<file path="config.mk">
export PLATFORM = sky130hd
export DESIGN_NAME = scan_decoder_low
export DESIGN_NICKNAME = d
export VERILOG_FILES = /design/src/rtl/scan_decoder_low.sv
export SDC_FILE = /design/constraint.sdc
export NUM_CORES = 1
export LEC_CHECK = 0
export ABC_AREA = 0
export CAP_MARGIN = 20
export CORE_UTILIZATION = 52
export CTS_BUF_LIST = sky130_fd_sc_hd__clkbuf_4
export DETAILED_ROUTE_END_ITERATION = 16
export GPL_TIMING_DRIVEN = 0
export PLACE_DENSITY_LB_ADDON = 0.15
export REMOVE_ABC_BUFFERS = 1
export SLEW_MARGIN = 0
export SYNTH_ARGS = -nofsm -noshare
export SYNTH_HDL_FRONTEND = slang
export SYNTH_SLANG_ARGS = --single-unit
</file>
<file path="constraint.sdc">
create_clock -name clock -period 4.6 [get_ports clock]
set_clock_uncertainty 0.2 [all_clocks]
set_input_delay 0.46 -clock clock [delete_from_list [all_inputs] [get_ports clock]]
set_output_delay 0.46 -clock clock [all_outputs]
set_load 0.01 [all_outputs]
</file>
<file path="src/rtl/scan_decoder_low.sv">
// Registered N-to-2^N active-low decoder with manual select or prescaled auto-scan.
// Drives digit/row strobes; wrap pulses once per completed scan of LAST outputs.
module scan_decoder_low #(
  parameter int N    = 4,
  parameter int DIV  = 4,
  parameter int LAST = 16
) (
  input  logic              clock,
  input  logic              resetn,
  input  logic              e,
  input  logic              mode,
  input  logic [N-1:0]      w,
  output logic [2**N-1:0]   y,
  output logic [N-1:0]      idx,
  output logic              wrap
);

  localparam int OUTS = 2**N;
  localparam int PW   = (DIV > 1) ? $clog2(DIV) : 1;

  localparam logic [PW-1:0] PRE_LAST = PW'(DIV - 1);
  localparam logic [N:0]    LAST_W   = (N+1)'(LAST);
  localparam logic [N-1:0]  IDX_LAST = N'(LAST - 1);

  logic [PW-1:0]   pre_q;
  logic [PW-1:0]   pre_d;
  logic [N-1:0]    idx_d;
  logic            wrap_d;
  logic [OUTS-1:0] y_d;

  // Next index/prescaler; an index left at or beyond LAST by manual mode restarts at 0 silently.
  always_comb begin
    idx_d  = idx;
    pre_d  = pre_q;
    wrap_d = 1'b0;
    if (e) begin
      if (!mode) begin
        idx_d = w;
        pre_d = '0;
      end else if (pre_q == PRE_LAST) begin
        pre_d = '0;
        if (idx == IDX_LAST) begin
          idx_d  = '0;
          wrap_d = 1'b1;
        end else if ({1'b0, idx} >= LAST_W) begin
          idx_d = '0;
        end else begin
          idx_d = idx + 1'b1;
        end
      end else begin
        pre_d = pre_q + 1'b1;
      end
    end
  end

  // y decodes the index being written on this same edge, so y and idx never disagree.
  always_comb begin
    y_d = '1;
    for (int i = 0; i < OUTS; i++) begin
      y_d[i] = ~(e && ({1'b0, idx_d} < LAST_W) && (idx_d == N'(i)));
    end
  end

  always_ff @(posedge clock or negedge resetn) begin
    if (!resetn) begin
      y     <= '1;
      idx   <= '0;
      wrap  <= 1'b0;
      pre_q <= '0;
    end else begin
      y     <= y_d;
      idx   <= idx_d;
      wrap  <= wrap_d;
      pre_q <= pre_d;
    end
  end

endmodule

</file>
==> run_results.csv <==
group,metric,value,unit
status,status,"complete, no violations",
floorplan,dieArea,2190,sq um
clocking,clock_path_buffers,2,
placement,place_hpwl,1400,um
finish,fin_nets,129,
clocking,clock_latency,0.31,ns
logic_synthesis,synthAdderAreaFrac,0.0240,
detailed_routing,avgRoutedWirePerCell,13.4,um
timing,finalCriticalPeriod,2.61,ns
floorplan,core,1800,sq um
finish,area_delta_synth_final,29.8,%
logic_synthesis,syn_area_per_cell,11.6,sq um
global_routing,gr-usage-all-layers,0.196,
power_and_ir_drop,powerDensity,313,nW/um^2
timing,hold_viol_final,0,
logic_synthesis,synth_compound_area_frac,0.120,
detailed_routing,wl,1920,um
global_routing,grt_antenna_before_repair,0,
floorplan,start_util,0.580,
placement,gp_congestion,0.806,
clocking,post_cts_buffers,0,
logic_synthesis,synth_mux_area_frac,0.0108,
placement,io_buffers,28,
timing,worst_pin_slew,0.929,ns
clocking,clkSlewWorstSetupHoldPaths,0.12,ns
timing,grt_setup_unrepaired,"false",
clocking,post_cts_resized,0,
critical_path,crit_fanout,14,
logic_synthesis,ys_seq_area_frac,0.570,
finish,drive_gt1_frac,0.237,
critical_path,critPathKind,"in2reg",
run,cap_violations,0,
logic_synthesis,synth_top_family_by_area,"simple AND/OR/NAND/NOR gates",
clocking,cts_inserted_buffers,3,
placement,post-place-cells,139,
clocking,cts_num_sinks,23,
global_routing,grt_max_degree,24,
critical_path,end_kind,"flop",
logic_synthesis,netlist_area,1040,sq um
timing,max_freq,0.384,GHz
finish,n_antenna_cell,0,
critical_path,start_kind,"input port",
critical_path,critPathRequiredTime,4.64,ns
timing,tns,0,ns
global_routing,grt_pass1_wl,2950,um
floorplan,core.rowCount,15,
timing,setup_viol,0,
timing,drv_slew,0,
power_and_ir_drop,peakVddDrop,183,uV
timing,post-route-period-util,0.567,
logic_synthesis,synthDistinctLibCells,32,
logic_synthesis,yosys.area_share.simple,0.217,
clocking,root_buffer,"clkbuf_4",
finish,stdcell_count,143,
detailed_routing,via_per_inst,5.68,
power_and_ir_drop,p_total,0.424,mW
power_and_ir_drop,leakage,0.538,nW
logic_synthesis,ys_seq_elements,23,
logic_synthesis,synthCells,90,
floorplan,die_w,46.8,um
detailed_routing,drtAntennaViolNets,0,
clocking,cts-hold-fix-buffers,0,
floorplan,die_h,46.8,um
logic_synthesis,ys_warn_count,0,
global_routing,grt_pass1_vias,658,
clocking,cts_tree,"built",
floorplan,io_pins,29,
clocking,cts_htree_levels,1,
detailed_routing,drc,0,
timing,slew_headroom,0.379,
hold_path,min_path_type,"reg2reg",
detailed_routing,drt_iter0_markers,22,
critical_path,arrival,2.64,ns
logic_synthesis,synthXorXnorAreaFrac,0.00838,
global_routing,overflow,0,
detailed_routing,vias,812,
detailed_routing,dr.pass1.iters,4,
[per-layer routing]
metal	wire [um]	up-vias	GRT usage
li1	-	386	-
met1	822	401	0.263
met2	980	23	0.322
met3	94	2	0.0346
met4	20	0	0.0686
met5	0	-	0
[final timing paths]
path | endpoint | depth (start not counted) | from | slack, ns
worst min register to register | pre_q[1] | 2 | pre_q[1] | 0.35
worst max-delay path | y[2] | 6 | mode | 1.99
max in group asynchronous | idx[2] | 1 | resetn | 3.18
min in group asynchronous | idx[1] | 1 | resetn | 0.46
worst max register to register | y[5] | 5 | idx[0] | 2.21
worst min-delay path | pre_q[1] | 2 | pre_q[1] | 0.35
[cell usage in the layout, fill, tap and decap left out, types with 2 or more instances in the layout]
cell type	Yosys	routed
nor2_1	5	5
nand4b_1	2	2
clkbuf_4	0	3
dfstp_2	16	16
dfrtp_1	7	7
a21oi_1	5	5
ha_1	2	2
nand4_1	9	9
nand3_1	9	9
inv_1	5	5
o21ai_0	4	4
clkdlybuf4s50_1	0	28
nand2_1	4	4
[metrics by stage]
step	instance area, sq um	util	hold WS [ns]	worst slack (ns)
6_report	1360	0.753	0.346	1.99
5_1_grt	1360	0.753	0.390	1.86
4_1_cts	1360	0.753	0.347	2.01
3_5_place_dp	1330	0.738	0.329	1.68
3_3_place_gp	1330	0.738	0.320	1.73
2_1_floorplan	1020	-	-0.0356	2.46
[worst max-delay path, cell delays in order]
cell	delay, ns
clkdlybuf4s50_1	0.62
or2b_4	0.32
nand2_4	0.06
a221oi_4	0.53
inv_4	0.12
or4b_4	0.53
[cells in the mapped netlist, drive strengths merged]
library cell  instances  area [sq um]
a21bo                 1          10.0
a21oi                 5          25.0
a221oi                1          26.3
a22oi                 1          7.51
a311oi                1          8.76
buf                   2          20.0
clkbuf                2          7.51
dfrtp                 7           175
dfstp                16           420
ha                    2          25.0
inv                   6          25.0
mux2                  1          11.3
nand2                 5          26.3
nand2b                1          6.26
nand3                 9          45.0
nand3b                1          7.51
nand4                 9          56.3
nand4b                2          17.5
nor2                  5          18.8
nor3b                 1          7.51
o2111a                1          11.3
o21ai                 4          20.0
o21bai                1          7.51
o22a                  1          8.76
or2                   1          6.26
or2b                  1          11.3
or4b                  2          23.8
xor2                  1          8.76
[logic make-up (layout without fill, tap and decap cells)]
kind of cell | count (synthesis) | in the layout
buf+inv | 10 | 38
simple gates | 37 | 37
fa+ha+maj | 2 | 2
compound gates | 16 | 16
mux | 1 | 1
xor+xnor | 1 | 1
flops | 23 | 23
[flip-flops by register name, indices dropped and copies added, names as in the netlist]
signal and count:
pre_q 2, wrap 1, y 16, idx 4
[report_power, final]
part / internal [mW] / switching, mW
sequential: 0.220 / 0.0130
combinational: 0.0459 / 0.0536
clock: 0.0325 / 0.0587
total: 0.299 / 0.125
[area by class of cell]
cell class,count,area (sq um)
multi-input combinational,57,397
tap,25,31.3
timing repair buffer,28,280
clock inverter,1,5.00
inverter,6,25.0
clock buffer,3,22.5
fill,140,445
sequential,23,596
Power figures use the tool's default switching activity.
